[src/rtl/accum_seq_ctrl.sv]
// Sequencer for an 8-bit add/subtract accumulator: runs multiply as repeated
// addition and divide as repeated subtraction, with a START/DONE handshake.
module accum_seq_ctrl #(
  parameter int WIDTH = 8
) (
  input  logic             CLK,
  input  logic             CLR,
  input  logic             START,
  input  logic             OP,
  input  logic [WIDTH-1:0] OPA,
  input  logic [WIDTH-1:0] OPB,
  input  logic [WIDTH-1:0] Q,
  output logic [WIDTH-1:0] B,
  output logic             S,
  output logic             E,
  output logic             ACC_CLR,
  output logic             BUSY,
  output logic             DONE,
  output logic [WIDTH-1:0] RESULT,
  output logic [WIDTH-1:0] REM,
  output logic             ERR
);

  typedef enum logic [2:0] {
    IDLE, CLEAR, LOAD, MUL_ADD, DIV_SUB, FINISH
  } state_t;

  localparam logic [WIDTH-1:0] MAX = '1;
  localparam logic [WIDTH-1:0] ONE = WIDTH'(1);

  state_t           state;
  logic             op_q;
  logic [WIDTH-1:0] opa_q;
  logic [WIDTH-1:0] opb_q;
  logic [WIDTH-1:0] cnt;
  logic             ovf;
  logic             div0;
  logic             q_ge;

  assign q_ge = (Q >= opb_q);

  // Datapath controls decode directly from state; DIV_SUB also looks at Q.
  always_comb begin
    B = '0;
    S = 1'b0;
    E = 1'b0;
    case (state)
      LOAD, MUL_ADD: begin
        B = opa_q;
        E = 1'b1;
      end
      DIV_SUB: begin
        if (q_ge) begin
          B = opb_q;
          S = 1'b1;
          E = 1'b1;
        end
      end
      default: ;
    endcase
    ACC_CLR = CLR || (state == CLEAR);
    BUSY    = (state != IDLE);
  end

  always_ff @(posedge CLK) begin
    if (CLR) begin
      state  <= IDLE;
      op_q   <= 1'b0;
      opa_q  <= '0;
      opb_q  <= '0;
      cnt    <= '0;
      ovf    <= 1'b0;
      div0   <= 1'b0;
      DONE   <= 1'b0;
      RESULT <= '0;
      REM    <= '0;
      ERR    <= 1'b0;
    end else begin
      DONE <= 1'b0;
      case (state)
        IDLE: begin
          if (START) begin
            op_q  <= OP;
            opa_q <= OPA;
            opb_q <= OPB;
            cnt   <= '0;
            ovf   <= 1'b0;
            div0  <= OP && (OPB == '0);
            state <= (OP && (OPB == '0)) ? FINISH : CLEAR;
          end
        end
        CLEAR: begin
          if (op_q)              state <= LOAD;
          else if (opb_q != '0)  state <= MUL_ADD;
          else                   state <= FINISH;
        end
        LOAD: state <= DIV_SUB;
        MUL_ADD: begin
          cnt <= cnt + ONE;
          // Overflow is judged on Q before this cycle's add lands.
          if (Q > (MAX - opa_q)) ovf <= 1'b1;
          if ((cnt + ONE) == opb_q) state <= FINISH;
        end
        DIV_SUB: begin
          if (q_ge) cnt   <= cnt + ONE;
          else      state <= FINISH;
        end
        FINISH: begin
          DONE  <= 1'b1;
          state <= IDLE;
          if (div0) begin
            RESULT <= MAX;
            REM    <= opa_q;
            ERR    <= 1'b1;
          end else if (op_q) begin
            RESULT <= cnt;
            REM    <= Q;
            ERR    <= ovf;
          end else begin
            RESULT <= Q;
            REM    <= '0;
            ERR    <= ovf;
          end
        end
        default: state <= IDLE;
      endcase
    end
  end

endmodule

[config.mk]
export PLATFORM = sky130hd
export DESIGN_NAME = accum_seq_ctrl
export DESIGN_NICKNAME = d
export VERILOG_FILES = /design/src/rtl/accum_seq_ctrl.sv
export SDC_FILE = /design/constraint.sdc
export NUM_CORES = 1
export LEC_CHECK = 0
export CAP_MARGIN = 20
export CORE_MARGIN = 1
export CORE_UTILIZATION = 55
export DETAILED_ROUTE_END_ITERATION = 8
export GPL_ROUTABILITY_DRIVEN = 0
export PLACE_DENSITY_LB_ADDON = 0.12
export SLEW_MARGIN = 20
export SYNTH_ARGS = -nofsm -noshare
export SYNTH_HDL_FRONTEND = slang
export SYNTH_SLANG_ARGS = --single-unit
[constraint.sdc]
create_clock -name CLK -period 5.3 [get_ports CLK]
set_clock_uncertainty 0.05 [all_clocks]
set_input_delay 0.53 -clock CLK [delete_from_list [all_inputs] [get_ports CLK]]
set_output_delay 0.53 -clock CLK [all_outputs]
set_load 0.05 [all_outputs]
# Yosys cells after proc, flatten, opt, wreduce, memory -nomap -nowiden
# Cells that the tools add are included.
# W data, S select, Z words.
# word_totals
output_inout_bits	30
elab_cells	63
ff_bits	48
# classes
order_cmp	2
muxes	24
eq_ne	11
n_reduce_logical	13
addsub	2
# ops
cell	n
$mux W8	7
$pmux W8 S3	1
$mux W3	6
$pmux W8 S2	1
$pmux W3 S5	1
$ne A2 B2 Y1 const B	5
$reduce_and A3 Y1	3
$add A8 B1 Y8 const B	1
$eq A8 B8 Y1	1
$ge A8 B8 Y1	1
$gt A8 B8 Y1	1
$logic_not A8 Y1	1
$reduce_bool A8 Y1	1
$sub A8 B8 Y8 const A	1
$eq A3 B2 Y1 const B	2
$eq A3 B3 Y1 const B	2
$mux W1	6
$reduce_bool A3 Y1	2
$pmux W1 S2	2
$eq A3 B1 Y1 const B	1
$logic_not A3 Y1	1
$reduce_and A2 Y1	1
$reduce_bool A2 Y1	1
$reduce_or A2 Y1	1
2 further kinds	2

# Longest topological paths before layout
# Gate-level depths: netlist of the first run.
# logic_depth
ltp_word	5
depth_mapped	10
depth_no_buf	9

# Worst setup path before layout of the first run
# Ideal clock, no wire load.
# synth_path
kind	register to output
from	reg opb_q[6]
to	out B[1]
t_arrival_ps	2624
stages_incl_launch_ff	10
path_buffers	2
required_time_ps	4720
setup_slack_ps	2096
path_cell_list	dfxtp_1 clkbuf_1 inv_1 ha_1 nand2_1 nor3_1 a21oi_1 nand2b_1 clkbuf_1 o21ai_0
# synth_via
elab_chain_len	3
# synth_lines
item	line_no	text
from (decl)	34	logic [WIDTH-1:0] opb_q;
from (signal assigned)	70	opb_q <= '0;
from (signal assigned)	85	opb_q <= OPB;
$ge A8 B8 Y1	40	assign q_ge = (Q >= opb_q);
$mux W8	53	if (q_ge) begin
$pmux W8 S2	47	case (state)
to (decl)	13	output logic [WIDTH-1:0] B,
# No other way between the ends.

# Worst setup path after layout of the first run
# layout_path
from	in Q[2]
to	out B[0]
# layout_via
elab_chain_len	3
# layout_lines
item	line_no	text
from (decl)	12	input logic [WIDTH-1:0] Q,
$ge A8 B8 Y1	40	
$mux W8	53	
$pmux W8 S2	47	
# No other way between the ends.

==> impl_metrics.tcl, run 1 <==
set metrics [dict create \
    status "complete, no violations" \
    cp-end-kind "output port" \
    relSlewSlack_pct 29.7 \
    yosys_warnings 0 \
    die_h_um 73.3 \
    vias 2852 \
    post_cts_buffers 0 \
    leakage_nw 1.30 \
    crit_arrival_ps 3490 \
    synth_edf_count 0 \
    finalNetCount 456 \
    wl_um 7670 \
    synth.area.top_cells "dfxtp_1 (34%), nand2_1 (7.9%), ha_1 (7.6%)" \
    worstPathRequired_ps 4720 \
    hold_class "reg2reg" \
    period_share_pct 76.9 \
    synth_cells 371 \
    period_minus_slack_ps 4070 \
    cts_resized 0 \
    numCtsBuffers 5 \
    drt_pre_antenna_iters 5 \
    crit_path_max_fanout 12 \
    netlist_area_um2 2790 \
    setup_tns_ps 0 \
    ys_seq_elements 48 \
    post_synth.cell_area_avg_um2 7.53 \
    layout-area-overhead-vs-synth_pct 23.4 \
    finalInstanceArea_um2 3450 \
    track_usage_pct 29.9 \
    cts.clk_slew.worst_paths_ps 90 \
    grt_pass1_vias 2529 \
    worstSetupPathType "in2out" \
    synth_top_flop_cell "dfxtp_1" \
    wl_per_cell_um 16.0 \
    htree_levels 2 \
    core_um2 4820 \
    cts_sinks 48 \
    die_w_um 73.3 \
    synth.distinct_cells 45 \
    rsz0062_at_grt "no" \
    antenna_found_initial 0 \
    insertion_delay_ps 300 \
    io_pins 58 \
    drcViolationCount 0 \
    antenna_left 0 \
    max_clock_freq_ghz 0.245 \
    viasPerCell 5.97 \
    cts_root_buf "clkbuf_8" \
    grt_max_degree 39 \
    core.rowCount 25 \
    dieArea_um2 5370 \
    cts.path.max_buffers 2 \
    holdBufCountCts 0 \
    setup_violations 0 \
    drv_slew 0 \
    initial_core_util_pct 58.0 \
    hold_violations 0 \
    cts_tree "yes" \
    synth.top_cell.area_share_pct 34.4 \
    ir_drop_mv 0.216 \
    antenna-diode-count 0 \
    drtIter0Drc 177 \
    hpwl_um 5620 \
    grt_pass1_wl_um 12200 \
    synth_sequential_area_ratio_pct 34.4 \
    powerDensity_nw_per_um2 340 \
    synthesis.nets 416 \
    drv_cap 0 \
    synthArstFlopShare_pct 0 \
    synth_area_leader_cell "dfxtp_1" \
    layout-drive-gt1-share_pct 3.89 \
    worst_pin_slew_ps 1050 \
    dpl_cell_area_um2 3360 \
    worstSetupStartpointType "input port" \
    grt_overflow 0 \
    port_buffers 57 \
]
[per-stage QoR]
step / power [W] / hold WS [ps] / std cells / worst slack, ps / util (%)
6_report: 0.00117 / 450 / 478 / 1230 / 71.6
5_1_grt: 0.00124 / 469 / 478 / 1110 / 71.6
4_1_cts: 0.00117 / 452 / 478 / 1260 / 71.6
3_5_place_dp: 0.000946 / 439 / 471 / 1310 / 69.7
3_3_place_gp: 0.000934 / 435 / 471 / 1340 / 69.7
2_1_floorplan: 0.000795 / 411 / 371 / 2100 / -
[where the power goes]
part / switching [W] / internal (W) / total (W) / leakage, nW
Clock: 0.000124 / 0.000104 / 0.000228 / 0.0473
Sequential: 0.0000561 / 0.000405 / 0.000461 / 0.390
Combinational: 0.000316 / 0.000168 / 0.000484 / 0.858
[per-layer routing]
metal / up-vias / share of wire, % / track usage, %
met5: - / 0 / 0
met1: 1303 / 44 / 39.1
met2: 136 / 46 / 48.1
met3: 19 / 7.0 / 6.31
met4: 0 / 2.4 / 11.3
li1: 1394 / - / -
[sequential cells by signal, summed over array words and instances (netlist names)]
signal	cells
DONE	1
ERR	1
REM	8
RESULT	8
cnt	8
div0	1
op_q	1
opa_q	8
opb_q	8
ovf	1
state	3
[synth_stat cells, types with 3 or more instances]
library cell / instances
a221oi_1: 8
or4_1: 4
o21ai_0: 31
dfxtp_1: 48
nand3_1: 4
nor3_1: 12
nand2_1: 59
nand4_1: 5
o211ai_1: 6
xor2_1: 4
and3_1: 3
and2_1: 11
inv_1: 19
a2111oi_0: 9
nand2b_1: 4
ha_1: 17
clkbuf_1: 22
a21oi_1: 36
nor2b_1: 7
nor4_1: 5
xnor2_1: 3
nor2_1: 27
[cells by family after synthesis]
kind of cell    synth area share, %
simple gates                   26.5
compound gates                 22.8
flops                          34.4
buf+inv                        6.14
fa+ha+maj                      7.61
xor+xnor                       2.19
mux                           0.403
[critical path, cell delays in order]
cell and delay (ps):
clkdlybuf4s50_1 470, ha_1 340, a211oi_1 220, o21ai_0 130, a21oi_1 310, nand2b_1 430
inv_1 150, a22o_1 220, clkdlybuf4s50_1 700
[path summary, 6_finish.rpt]
path                         start             endpoint  slack (ps)  cells after the start
min            REM[5]$_SDFFE_PP0P_  REM[5]$_SDFFE_PP0P_         450                      2
max reg2reg  opb_q[2]$_SDFFE_PP0P_  cnt[0]$_SDFFE_PP0P_        2500                      9
max                           Q[2]                 B[0]        1230                      9
min reg2reg    REM[5]$_SDFFE_PP0P_  REM[5]$_SDFFE_PP0P_         450                      2
[layout by cell type (no fill, tap or decap), types with 5 or more instances in the layout]
cell	instances
dfxtp_1	48
o211ai_1	6
nand4_1	5
nor2b_1	7
nor4_1	5
clkbuf_8	6
a21oi_1	36
ha_1	17
and2_1	11
nor3_1	12
inv_1	19
a2111oi_0	9
nor2_1	27
nand2_1	59
o21ai_0	31
clkdlybuf4s50_1	57
a221oi_1	8
[cell type report]
cell class,instances,area [µm²]
clock buffers,6,82.6
clock inverters,1,8.76
fillers,402,1370
inverters,19,71.3
multi-input cells,279,1660
flip-flops and latches,48,961
well taps,67,83.8
repair buffers,58,578
No activity file was read; power rests on OpenSTA's default activity.
==> run 2: changes to the inputs <==
- CORE_UTILIZATION: 55 -> 51
- clock period: 5.3 -> 3.85 ns (I/O delays scaled with it)
==> run 2 against run 1 <==
- sequential power up 38%
- die area increased by 7.6%
- count of clock-buffer cells in the layout did not move
- combinational power up 40%
- register-to-register slack worse by 1100 ps
- first-iteration DRC count grew 25%
- global-route usage is 2.4 points lower
- largest power group unchanged
- highest routed layer unchanged
==> impl_metrics.tcl, run 2 (synthesis gave the netlist of run 1 again) <==
set metrics [dict create \
    status "complete, no violations" \
    grt_pass1_vias 2621 \
    port_buffers 57 \
    ir_drop_mv 0.271 \
    htree_levels 2 \
    relSlewSlack_pct 48.0 \
    pwr-share-seq_pct 38.9 \
    rsz0062_at_grt "no" \
    insertion_delay_ps 300 \
    fillCellCount 459 \
    setup_violations 0 \
    cts_tree "yes" \
    initial_core_util_pct 53.7 \
    hold_violations 0 \
    grt_max_degree 39 \
    numCtsBuffers 5 \
    power_switching_share_pct 42.5 \
    antenna_left 0 \
    die_h_um 76.0 \
    hold_class "reg2reg" \
    wl_per_cell_um 16.0 \
    worstSetupStartpointType "input port" \
    vias 2867 \
    cp_slowest_cell "clkdlybuf4s50_1" \
    most-common-layout-cells "nand2_1 (59), clkdlybuf4s50_1 (54), dfxtp_1 (48)" \
    layout_commonest_cell "nand2_1" \
    crit_buf_inv 4 \
    period_minus_slack_ps 3480 \
    grt_overflow 0 \
    crit_chain "clkdlybuf4s50_1, ha_1, a211oi_1, o21ai_0, a21oi_1, nand2b_1, buf_4, inv_1, clkdlybuf4s50_1" \
    cts_root_buf "clkbuf_8" \
    layout-drive-gt1-share_pct 5.78 \
    drcViolationCount 0 \
    p_int_w 0.000941 \
    io_pins 58 \
    max_clock_freq_ghz 0.287 \
    leakage_nw 1.31 \
    drt_pre_antenna_iters 5 \
    core.rowCount 26 \
    holdBufCountCts 0 \
    path_common_cell "clkdlybuf4s50_1" \
    cts_sinks 48 \
    grt_pass1_wl_um 12600 \
    pwr-share-comb_pct 41.5 \
    cp_top_family "buffers and inverters" \
    hpwl_um 5760 \
    powerDensity_nw_per_um2 471 \
    crit_path_max_fanout 7 \
    dieArea_um2 5780 \
    antenna_found_initial 0 \
    drtIter0Drc 222 \
    clkPwrFrac_pct 19.5 \
    period_share_pct 90.4 \
    drv_cap 0 \
    cp_slowest_stage_delay_ps 710 \
    worstSetupPathType "in2out" \
    core_um2 5200 \
    crit_arrival_ps 3040 \
    wl_um 7770 \
    track_usage_pct 27.5 \
    p_sw_w 0.000695 \
    setup_tns_ps 0 \
    cts_resized 0 \
    worst_pin_slew_ps 773 \
    multiInputGateArea_um2 1660 \
    antenna-diode-count 0 \
    cts.clk_slew.worst_paths_ps 90 \
    finalNetCount 459 \
    seq_area_um2 961 \
    viasPerCell 5.91 \
    drv_slew 0 \
    worstPathRequired_ps 3410 \
    die_w_um 76.0 \
    layout-area-overhead-vs-synth_pct 24.4 \
    post_cts_buffers 0 \
    cts.path.max_buffers 2 \
    cp-end-kind "output port" \
    finalPower_w 0.00164 \
]
==> run 2: cell count changes in the layout (fill, tap and decap cells not counted), sizes merged <==
cell	delta
clkinvlp	+2
clkinv	-1
clkdlybuf4s50	-3
buf	+6
==> run 2: cell type report <==
class	count	share of cell area [%]
multi-input combinational	279	47.9
sequential	48	27.7
timing repair buffer	61	17.1
tap	70	2.52
clock buffer	6	2.38
inverter	19	2.05
clock inverter	2	0.432
==> run 2: layer usage <==
metal / wire length (µm) / GRT usage [%] / share of wire (%) / vias to the layer above
met1: 3390 / 36.1 / 44 / 1301
met2: 3630 / 44.9 / 47 / 140
li1: - / - / - / 1405
met4: 191 / 11.9 / 2.5 / 0
met5: 0 / 0 / 0 / -
met3: 550 / 4.07 / 7.1 / 21
==> run 2: worst min-delay path, delay by kind of cell (launching register included) <==
kind | cells | cell delay, ps
and+or+nand+nor | 2 | 140
DFF | 1 | 320
==> run 2: worst paths after layout <==
kind | start | end | slack (ps) | cells after the start
min | REM[5]$_SDFFE_PP0P_ | REM[5]$_SDFFE_PP0P_ | 450 | 2
max | Q[2] | S | 370 | 9
min reg2reg | REM[5]$_SDFFE_PP0P_ | REM[5]$_SDFFE_PP0P_ | 450 | 2
max reg2reg | opb_q[2]$_SDFFE_PP0P_ | cnt[3]$_SDFFE_PP0P_ | 1360 | 10
==> run 2: power by group through the flow <==
stage	clock, W	combinational, W	sequential (W)
after global placement	0	0.000659	0.000643
after floorplan	0	0.000408	0.000686
after CTS	0.000328	0.000675	0.000634
after global routing	0.000349	0.000736	0.000644
final	0.000320	0.000680	0.000637
after detailed placement	0	0.000672	0.000646
==> run 2: through the flow <==
step	instance area, µm²	hold WS, ps	setup slack, ps	util (%)	instances
CTS	3470	451	411	66.7	485
global placement	3370	435	495	64.8	477
floorplan	2790	411	791	-	371
finish	3470	446	371	66.8	485
global route	3470	475	273	66.8	485
detailed placement	3370	439	428	64.8	477
==> run 3: changes to the inputs <==
- CAP_MARGIN: 20 -> 15
- CTS_CLUSTER_DIAMETER: not set -> 120
==> results of run 3 <==
Final layout, timing and power as in run 2 (identical DEF).
